### config.mk
export PLATFORM = sky130hd
export DESIGN_NAME = counter_timer_dev_flat
export DESIGN_NICKNAME = d
export VERILOG_FILES = /design/src/rtl/counter_timer_dev_if.sv /design/src/rtl/counter_timer_dev.sv /design/src/flat_wrapper.sv
export SDC_FILE = /design/constraint.sdc
export NUM_CORES = 1
export LEC_CHECK = 0
export ABC_AREA = 1
export BUFFER_PORTS_ARGS = -buffer_cell sky130_fd_sc_hd__buf_2
export CORE_UTILIZATION = 27
export DETAILED_ROUTE_END_ITERATION = 10
export GPL_TIMING_DRIVEN = 0
export PLACE_DENSITY_LB_ADDON = 0.05
export SLEW_MARGIN = 5
export SYNTH_ARGS = -nofsm -noshare
export SYNTH_HDL_FRONTEND = slang
export SYNTH_SLANG_ARGS = --single-unit
### constraint.sdc
create_clock -name clk -period 8.2 [get_ports clk]
set_clock_uncertainty 0.1 [all_clocks]
set_input_delay 0.41 -clock clk [delete_from_list [all_inputs] [get_ports clk]]
set_output_delay 0.41 -clock clk [all_outputs]
set_load 0.05 [all_outputs]
### src/rtl/counter_timer_dev_if.sv
// Peripheral bus bundle for the counter/timer: write strobe, register select,
// write data and the selected register's read data.
interface counter_timer_dev_if;
    logic        counter_we;
    logic [1:0]  counter_set;
    logic [31:0] Peripheral_in;
    logic [31:0] counter_out;

    modport master (
        output counter_we,
        output counter_set,
        output Peripheral_in,
        input  counter_out
    );

    modport slave (
        input  counter_we,
        input  counter_set,
        input  Peripheral_in,
        output counter_out
    );
endinterface

### src/rtl/counter_timer_dev.sv
// Three-channel down-counter/timer with one-shot, auto-reload and square-wave
// modes, sticky terminal flags and a combined interrupt request.
module counter_timer_dev #(
    parameter int CH_W = 32
) (
    input  logic               clk,
    input  logic               rst,
    counter_timer_dev_if.slave bus,
    output logic               counter0_out,
    output logic               counter1_out,
    output logic               counter2_out,
    output logic               irq
);

    localparam logic [1:0]  MODE_AUTO   = 2'b01;
    localparam logic [1:0]  MODE_SQUARE = 2'b10;
    localparam logic [11:0] CTRL_MASK   = 12'h777;

    logic [CH_W-1:0] reload_q [3];
    logic [CH_W-1:0] reload_d [3];
    logic [CH_W-1:0] count_q  [3];
    logic [CH_W-1:0] count_d  [3];
    logic [11:0]     ctrl_q, ctrl_d;
    logic [2:0]      flag_q, flag_d;
    logic [2:0]      out_q, out_d;

    logic [2:0]      en;
    logic [1:0]      mode [3];
    logic [2:0]      term;
    logic [2:0]      chan_out;
    logic            ctrl_wr;

    // Terminal events are judged on the registered control, so a control write
    // landing in the terminal cycle cannot suppress that cycle's event.
    always_comb begin
        for (int n = 0; n < 3; n++) begin
            en[n]   = ctrl_q[4*n];
            mode[n] = ctrl_q[4*n+1 +: 2];
            term[n] = en[n] && (count_q[n] == '0) && (reload_q[n] != '0);
        end
    end

    always_comb begin
        ctrl_d  = ctrl_q;
        flag_d  = flag_q;
        out_d   = out_q;
        ctrl_wr = bus.counter_we && (bus.counter_set == 2'd3);
        for (int n = 0; n < 3; n++) begin
            reload_d[n] = reload_q[n];
            count_d[n]  = count_q[n];
        end

        if (ctrl_wr) begin
            ctrl_d = bus.Peripheral_in[11:0] & CTRL_MASK;
            if (bus.Peripheral_in[31]) begin
                flag_d = '0;
            end
        end

        for (int n = 0; n < 3; n++) begin
            if (en[n] && (count_q[n] != '0)) begin
                count_d[n] = count_q[n] - CH_W'(1);
            end

            if (term[n]) begin
                flag_d[n] = 1'b1;
                case (mode[n])
                    MODE_AUTO: begin
                        count_d[n] = reload_q[n];
                    end
                    MODE_SQUARE: begin
                        count_d[n] = reload_q[n];
                        out_d[n]   = ~out_q[n];
                    end
                    default: begin
                        out_d[n] = 1'b1;
                    end
                endcase
            end

            // A reload write overrides anything the channel did this cycle.
            if (bus.counter_we && (bus.counter_set == 2'(n))) begin
                reload_d[n] = bus.Peripheral_in;
                count_d[n]  = bus.Peripheral_in;
                flag_d[n]   = 1'b0;
                out_d[n]    = 1'b0;
            end
        end
    end

    always_ff @(posedge clk or posedge rst) begin
        if (rst) begin
            ctrl_q <= '0;
            flag_q <= '0;
            out_q  <= '0;
            for (int n = 0; n < 3; n++) begin
                reload_q[n] <= '0;
                count_q[n]  <= '0;
            end
        end else begin
            ctrl_q <= ctrl_d;
            flag_q <= flag_d;
            out_q  <= out_d;
            for (int n = 0; n < 3; n++) begin
                reload_q[n] <= reload_d[n];
                count_q[n]  <= count_d[n];
            end
        end
    end

    // Auto-reload pulses only during the zero cycle; one-shot rises in that
    // cycle and is then held by out_q; square wave is purely registered.
    always_comb begin
        for (int n = 0; n < 3; n++) begin
            case (mode[n])
                MODE_AUTO:   chan_out[n] = term[n];
                MODE_SQUARE: chan_out[n] = out_q[n];
                default:     chan_out[n] = out_q[n] | term[n];
            endcase
        end
    end

    assign counter0_out = chan_out[0];
    assign counter1_out = chan_out[1];
    assign counter2_out = chan_out[2];
    assign irq          = |flag_q;

    always_comb begin
        case (bus.counter_set)
            2'd0:    bus.counter_out = count_q[0];
            2'd1:    bus.counter_out = count_q[1];
            2'd2:    bus.counter_out = count_q[2];
            default: bus.counter_out = {flag_q, 17'b0, ctrl_q};
        endcase
    end

endmodule

### src/flat_wrapper.sv
// flat-port wrapper written by rule: the top's interface ports become plain ports
module counter_timer_dev_flat 
#(
    parameter int CH_W = 32
)
  (clk, rst, counter0_out, counter1_out, counter2_out, irq, bus_counter_we, bus_counter_set, bus_Peripheral_in, bus_counter_out);
  counter_timer_dev_if bus_i ();
  input  logic clk;
  input  logic rst;
  output logic counter0_out;
  output logic counter1_out;
  output logic counter2_out;
  output logic irq;
  input wire logic [$bits(bus_i.counter_we)-1:0] bus_counter_we;
  input wire logic [$bits(bus_i.counter_set)-1:0] bus_counter_set;
  input wire logic [$bits(bus_i.Peripheral_in)-1:0] bus_Peripheral_in;
  output wire logic [$bits(bus_i.counter_out)-1:0] bus_counter_out;
  assign bus_i.counter_we = bus_counter_we;
  assign bus_i.counter_set = bus_counter_set;
  assign bus_i.Peripheral_in = bus_Peripheral_in;
  assign bus_counter_out = bus_i.counter_out;
  counter_timer_dev #(.CH_W(CH_W)) u_core (.clk(clk), .rst(rst), .bus(bus_i), .counter0_out(counter0_out), .counter1_out(counter1_out), .counter2_out(counter2_out), .irq(irq));
endmodule
Word level (Yosys, flattened, before mapping)
Cells that the tools add are included.

operators by class
  add/sub/neg operators = 3
  equal/unequal tests = 12
  mux-type cells = 33
  bitwise logic cells = 6
  reductions and logical operators = 42

operators by type and width
  kind                     count
  $mux W32                 12
  $reduce_bool A32 Y1      6
  $logic_not A32 Y1        3
  $pmux W32 S3             1
  $sub A32 B1 Y32 const B  3
  $reduce_bool A3 Y1       6
  $logic_and A1 B1 Y1      13
  $mux W1                  12
  $pmux W1 S2              6
  $reduce_and A2 Y1        6
  $eq A2 B2 Y1 const B     5
  $eq A2 B1 Y1 const B     4
  $mux W3                  2
  $ne A2 B1 Y1 const B     3
  $reduce_bool A2 Y1       3
  $reduce_or A2 Y1         3
  $not A1 Y1               3
  $or A1 B1 Y1             3
  $reduce_or A3 Y1         1
  $logic_not A2 Y1         1

storage, ports and cells
  bits in registers = 207
  input port bits = 37
  output and inout bits = 36
  logic and storage cells = 109

Depth between registers and ports, before layout
Gate-level depths: netlist (run 1).

  depth in word-level cells = 6
  depth in mapped cells = 14
  mapped depth without buffers = 14

Least setup slack after synthesis (run 1)
No wires, ideal clock.

  path kind = input-to-output
  start = in bus_counter_set[0]
  end = out bus_counter_out[0]
  data arrival time = 1.746 ns
  path slack = 5.944 ns
  stages = 3
  path buffers = 1
  cells stage by stage = nand2_1 -> clkbuf_1 -> o21ai_0

on the way
  longest elaborated chain between the ends = 2
  elaborated cells between the ends (all ways) = 4
  those cells by class = eq/ne (2); mux (1); reduce/logical (1)

ends and longest elaborated chain
  element                               line                      source
  from (decl)                           flat_wrapper.sv:15        input wire logic [$bits(bus_i.counter_set)-1:0] bus_counter_set;
  $eq A2 B2 Y1 (tied with other cells)  counter_timer_dev.sv:129  case (bus.counter_set)
  $pmux W32 S3 (*)                      counter_timer_dev.sv:129
  to (decl)                             flat_wrapper.sv:17        output wire logic [$bits(bus_i.counter_out)-1:0] bus_counter_out;

Mark *: on every way between the ends. The rest lies on a longest branch, timed or not.

Final worst setup path (run 1)
  start = reg u_core.count_q[50] in the netlist's numbering
  end = out counter1_out

on the way
  longest elaborated chain between the ends = 5

ends and longest elaborated chain
  element                                line                      source
  from (decl)                            counter_timer_dev.sv:21   logic [CH_W-1:0] count_q [3];
  from (signal, indexed assignment)      counter_timer_dev.sv:106  count_q[n] <= count_d[n];
  $logic_not A32 Y1 (*)                  counter_timer_dev.sv:39   term[n] = en[n] && (count_q[n] == '0) && (reload_q[n] != '0);
  $logic_and A1 B1 Y1 (*) (2 in series)  counter_timer_dev.sv:39
  $or A1 B1 Y1                           counter_timer_dev.sv:118  default: chan_out[n] = out_q[n] | term[n];
  $pmux W1 S2 (*)                        counter_timer_dev.sv:115  case (mode[n])
  to (decl)                              flat_wrapper.sv:11        output logic counter1_out;

Marked as above.

==> results of run 1 <==
-- registers in the layout, summed over array words and instances, names as in the netlist --
register / cells
u_core.count_q: 96
u_core.ctrl_q: 9
u_core.flag_q: 3
u_core.out_q: 3
u_core.reload_q: 96
-- stage by stage --
step | setup slack [ns] | setup TNS (ns) | utilization
global route | 4.817 | 0 | 0.3186
floorplan | 2.038 | 0 | -
detailed placement | 5.290 | 0 | 0.2985
global placement | -1.235 | -247.49 | 0.2978
CTS | 4.936 | 0 | 0.3186
finish | 5.066 | 0 | 0.3186
-- per-layer routing --
metal | track usage | vias to the layer above
li1 | - | 6449
met1 | 0.3163 | 6355
met2 | 0.4208 | 307
met3 | 0.02261 | 89
met4 | 0.07728 | 0
met5 | 0 | -
-- worst paths after layout --
check / start / end / slack (ns) / depth (start not counted)
max: u_core.count_q[50] / counter1_out / 5.07 / 10
min: bus_Peripheral_in[3] / u_core.count_q[3] / 0.08 / 3
max reg2reg: u_core.count_q[64] / u_core.count_q[80] / 5.54 / 11
min reg2reg: u_core.reload_q[59] / u_core.reload_q[59] / 0.39 / 2
max in group asynchronous: rst / u_core.reload_q[55] / 6.51 / 4
min in group asynchronous: rst / u_core.count_q[67] / 0.42 / 3
-- timing repair --
action,in CTS,in global routing
gates resized for setup,0,0
hold endpoints to repair,98,0
hold buffers,1,0
endpoints found under the setup margin,0,0
-- critical path: stages, from the launching register on --
cell and delay [ns]:
dfrtp_1 0.43, nor2_1 0.24, nand2_1 0.13, nor2_1 0.16
nand2_1 0.12, nor2_1 0.17, nand3_1 0.14, nand2_1 0.08
o21ai_0 0.07, nand2_1 0.17, buf_2 0.33
-- power by group --
group	internal [W]	switching, W
Clock	0.000782	0.000490
Combinational	0.000431	0.00112
Sequential	0.00125	0.000303
-- cell families (layout without fill, tap and decap cells) --
kind of cell / count (synthesis) / after routing
DFF: 207 / 207
xor gates and xnor gates: 19 / 19
and+or+nand+nor: 1386 / 1386
buffers and inverters: 230 / 353
AOI/OAI and AO/OA: 119 / 119
adders and majority gates: 12 / 12
-- cells in the final DEF (no fill, tap or decap), types with 12 or more instances in the layout --
master / count
nor2_2: 18
clkbuf_16: 29
nand2_1: 868
ha_1: 12
buf_2: 95
nand4_1: 49
xor2_1: 17
inv_1: 153
o221ai_1: 20
nand3_1: 144
inv_2: 13
clkbuf_1: 33
a21oi_1: 15
dfrtp_1: 207
nand2_2: 30
o21ai_0: 64
nor2_1: 230
-- final cells by class --
class	count	area [um^2]
fillers	5338	32530
multi-input cells	1536	6930
flip-flops and latches	207	5180
clock buffers	43	868.3
well taps	615	769.5
inverters	168	638.1
repair buffers	74	397.9
plain buffers	62	347.8
clock inverters	6	80.08
==> reports/qor.yml, run 1 <==
grt_pass1_wl_um: 87540
met1_length_um: 26680
ir_worst_vdd_mv: 0.1572
num_vias: 13200
synth.most_common_cell: "nand2_1"
stdcell_area_um2: 15210
synth_flop_cell: "dfrtp_1"
die_x_um: 222.2
area_delta_synth_final_pct: 16.22
required_ns: 7.69
cts.reportedPaths.clkPinSlew_ns: 0.06
synth_top_area_cell: "dfrtp_1"
worstPathArrival_ns: 2.62
dp_hpwl_um: 47800
worstMarginPinSlew_ns: 1.076
ys_warn_count: 0
core_area_um2: 47750
dpl.cell_count: 2661
finalNonFillerCells: 2711
synthMuxAreaShare: 0
h-tree-depth: 1
synthCells: 1973
synth_fa_ha_area_frac: 0.01147
drt-vias-per-instance: 4.869
synth_nets: 2022
cts_tree: "done"
diodes: 0
crit_type: "flop to output port"
synth-simple-area-share: 0.4523
drive_above_1_share: 0.1174
ios: 73
dr_wl_met2_um: 28940
drtIter0Drc: 1028
async_reset_ff_frac: 1.000
slew_viol_final: 0
start_util: 0.2741
fin_total_pwr_w: 0.004380
yosysTopAreaCellShare: 0.3958
fin_crit_sh: 0.3821
cellLeakagePower_nw: 7.875
whs_ns: 0.08067
synth-seq-area-share: 0.3958
cts_buffers: 28
synth-edff-count: 0
antenna_found_initial: 1
max_cap_viol_count: 0
die-area_um2: 49360
dr_wl_met3_um: 2084
routabilityCongestion: 0.9383
worstSetupStartpointType: "flop"
synth.area.top_cells: "dfrtp_1 40%, nand2_1 25%, nor2_1 6.6%, nand3_1 5.5%, inv_1 4.4%"
hold_viol: 0
netlist_top_cells_count: "868 x nand2_1, 230 x nor2_1, 207 x dfrtp_1"
setup_viol: 0
syn_avg_cell_area_um2: 6.634
synth_compound_area_frac: 0.05296
row_count: 80
ant_nets: 0
nNetsFinal: 2126
synth-xor-area-share: 0.01271
ys_types: 38
synth_top_family_by_area: "simple AND/OR/NAND/NOR gates"
status: "completed"
firstDrtPassIters: 5
crit_path_max_fanout: 4
fmax_mhz: 319.1
port_buffers: 72
die_h_um: 222.2
grt_max_degree: 110
post_cts_buffers: 0
finalWirelength_um: 59710
drc: 0
grt-ovfl-total: 0
routedWlPerCell_um: 22.02
grt_pass1_vias: 13213
p_per_area_nw_per_um2: 287.9
root_buffer: "clkbuf_16"
synthesis.area_um2: 13090
period_minus_slack_ns: 3.134
routed.top_layer: "met4"
grt_use_total: 0.2425
cts.sinks: 207
maxSlewHeadroom: 0.2801
ys_seq_elements: 207
clkLatencyLatePin_ns: 0.57
hold_path.class: "input port to flop"
cp-end-kind: "output port"
rsz0062_at_grt: "false"
clockBufferDepth: 3
placed_cell_area_um2: 14250
(Power assumes the default switching activity.)
==> run 2, diff against run 1 <==
==> constraint.sdc (replaced) <==
create_clock -name clk -period 2.8 [get_ports clk]
set_clock_uncertainty 0.1 [all_clocks]
set_input_delay 0.14 -clock clk [delete_from_list [all_inputs] [get_ports clk]]
set_output_delay 0.14 -clock clk [all_outputs]
set_load 0.05 [all_outputs]
==> run 2 against run 1 <==
Non-clock buffer count grew 39. Design area grew 3.1%. Clock-buffer cell count shrank 6. Die area did not move. Hold slack lost 0.029 ns. Clock power rose to 2.8 times the previous value. Largest power group is now combinational logic. Highest routed layer unchanged.
==> reports/qor.yml, run 2 (synthesis gave the netlist of run 1 again) <==
root_buffer: "clkbuf_16"
routabilityCongestion: 0.9356
drt-vias-per-instance: 4.869
ios: 73
dr_wl_met2_um: 28740
nNetsFinal: 2165
p_comb_frac: 0.363
core_area_um2: 47750
die_x_um: 222.2
seqPwrFrac: 0.356
num_vias: 13399
reg2regPathDepth: 11
diodes: 0
hold_path.class: "input port to async pin"
dp_hpwl_um: 48530
die_h_um: 222.2
clockBufferDepth: 3
met1_length_um: 26830
crit_type: "flop to output port"
power.share.switching: 0.4452
period_minus_slack_ns: 2.635
required_ns: 2.56
cts_buffers: 28
cts_tree: "done"
grt_pass1_wl_um: 87820
drtIter0Drc: 955
dr_wl_met3_um: 2534
grt_use_total: 0.2443
ant_nets: 0
drive_above_1_share: 0.1282
grt-ovfl-total: 0
ir_worst_vdd_mv: 0.4582
worstPathArrival_ns: 2.39
worstSetupStartpointType: "flop"
max_cap_viol_count: 0
firstDrtPassIters: 5
cp-end-kind: "output port"
switchingPower_w: 0.005715
status: "completed"
fill_cells: 5340
slew_viol_final: 0
grt_max_degree: 36
cts.sinks: 207
whs_ns: 0.05125
routedWlPerCell_um: 21.93
hold_viol: 0
area_delta_synth_final_pct: 19.84
clkLatencyLatePin_ns: 0.57
port_buffers: 72
antenna_found_initial: 0
fmax_mhz: 379.5
maxSlewHeadroom: 0.2950
cts.reportedPaths.clkPinSlew_ns: 0.06
routed.top_layer: "met4"
fin_crit_sh: 0.9410
grt_pass1_vias: 13207
start_util: 0.2741
worstMarginPinSlew_ns: 1.054
cellLeakagePower_nw: 8.023
reg.largest.list: "u_core.count_q: 96 flops, u_core.reload_q: 96 flops, u_core.ctrl_q: 9 flops"
placed_cell_area_um2: 14340
die-area_um2: 49360
crit_path_max_fanout: 4
stdcell_area_um2: 15690
p_per_area_nw_per_um2: 818.4
h-tree-depth: 1
layout_common_cells: "867 x nand2_1, 220 x nor2_1, 204 x dfrtp_1"
drc: 0
row_count: 80
clkPwrFrac: 0.280
power.internal_w: 0.007122
setup_viol: 0
final_common_cell: "nand2_1"
finalWirelength_um: 60340
multi_input_area_um2: 6993
seq_area_um2: 5184
[run 2: changes by cell type in the layout (fill, tap and decap cells not counted), sizes merged]
cell         before  now
buf             106  113
clkbuf           72   66
clkinv            5    8
clkinvlp          0    5
dlygate4sd3       1   33
[run 2: layout make-up]
| class | count | area share |
|---|---|---|
| Timing Repair Buffer | 113 | 0.05385 |
| Multi-Input combinational cell | 1536 | 0.4458 |
| Tap cell | 615 | 0.04906 |
| Clock buffer | 37 | 0.04874 |
| Inverter | 168 | 0.04060 |
| Clock inverter | 14 | 0.009253 |
| Sequential cell | 207 | 0.3305 |
| Buffer | 62 | 0.02218 |
[run 2: path summary, 6_finish.rpt]
kind                                          from                 end  slack, ns
min in group clk                bus_counter_set[0]    u_core.ctrl_q[6]       0.14
worst max register to register  u_core.count_q[64]  u_core.count_q[80]       0.31
worst max-delay path            u_core.count_q[28]        counter2_out       0.17
worst min register to register  u_core.reload_q[6]  u_core.reload_q[6]       0.39
max in group asynchronous                      rst  u_core.count_q[45]       1.49
worst min-delay path                           rst  u_core.count_q[65]       0.05
[run 2: stage by stage]
step	setup TNS (ns)	worst slack (ns)	power, W	instances	util
global route	-0.003267	-0.003267	0.01364	2752	0.3285
finish	0	0.1651	0.01284	2752	0.3285
detailed placement	0	0.1429	0.009142	2666	0.3004
CTS	0	0.009392	0.01287	2750	0.3270
floorplan	-26.13	-0.1262	0.007392	1973	-
global placement	-386.32	-1.901	0.009130	2660	0.2979
[run 2: power by group through the flow]
stage / logic, W / clock network [W] / registers, W
3_3_place_gp: 0.00454 / 0 / 0.00459
5_1_grt: 0.00518 / 0.00381 / 0.00466
2_1_floorplan: 0.00317 / 0 / 0.00422
3_5_place_dp: 0.00456 / 0 / 0.00458
6_report: 0.00466 / 0.00360 / 0.00458
4_1_cts: 0.00463 / 0.00370 / 0.00454
[run 2: critical path, stage by stage (launching register included)]
cell and delay [ns]:
dfrtp_1 0.46, nor2_1 0.28, nand3_1 0.11, nor2_1 0.10
nand2_1 0.09, nor2_2 0.15, nand3_2 0.16, inv_1 0.11
nand3_1 0.07, nand3_1 0.10, buf_4 0.20
[run 2: per-layer routing]
metal / GRT usage / vias to the layer above
li1: - / 6531
met3: 0.02618 / 81
met2: 0.4122 / 338
met4: 0.08647 / 0
met1: 0.3227 / 6449
met5: 0 / -
[run 2: repair_timing]
item,CTS,global route
pin swaps,0,1
setup endpoints to repair,3,3
hold buffers,33,0
hold endpoints to repair,278,0
setup buffers,0,2
gates resized for setup,12,21
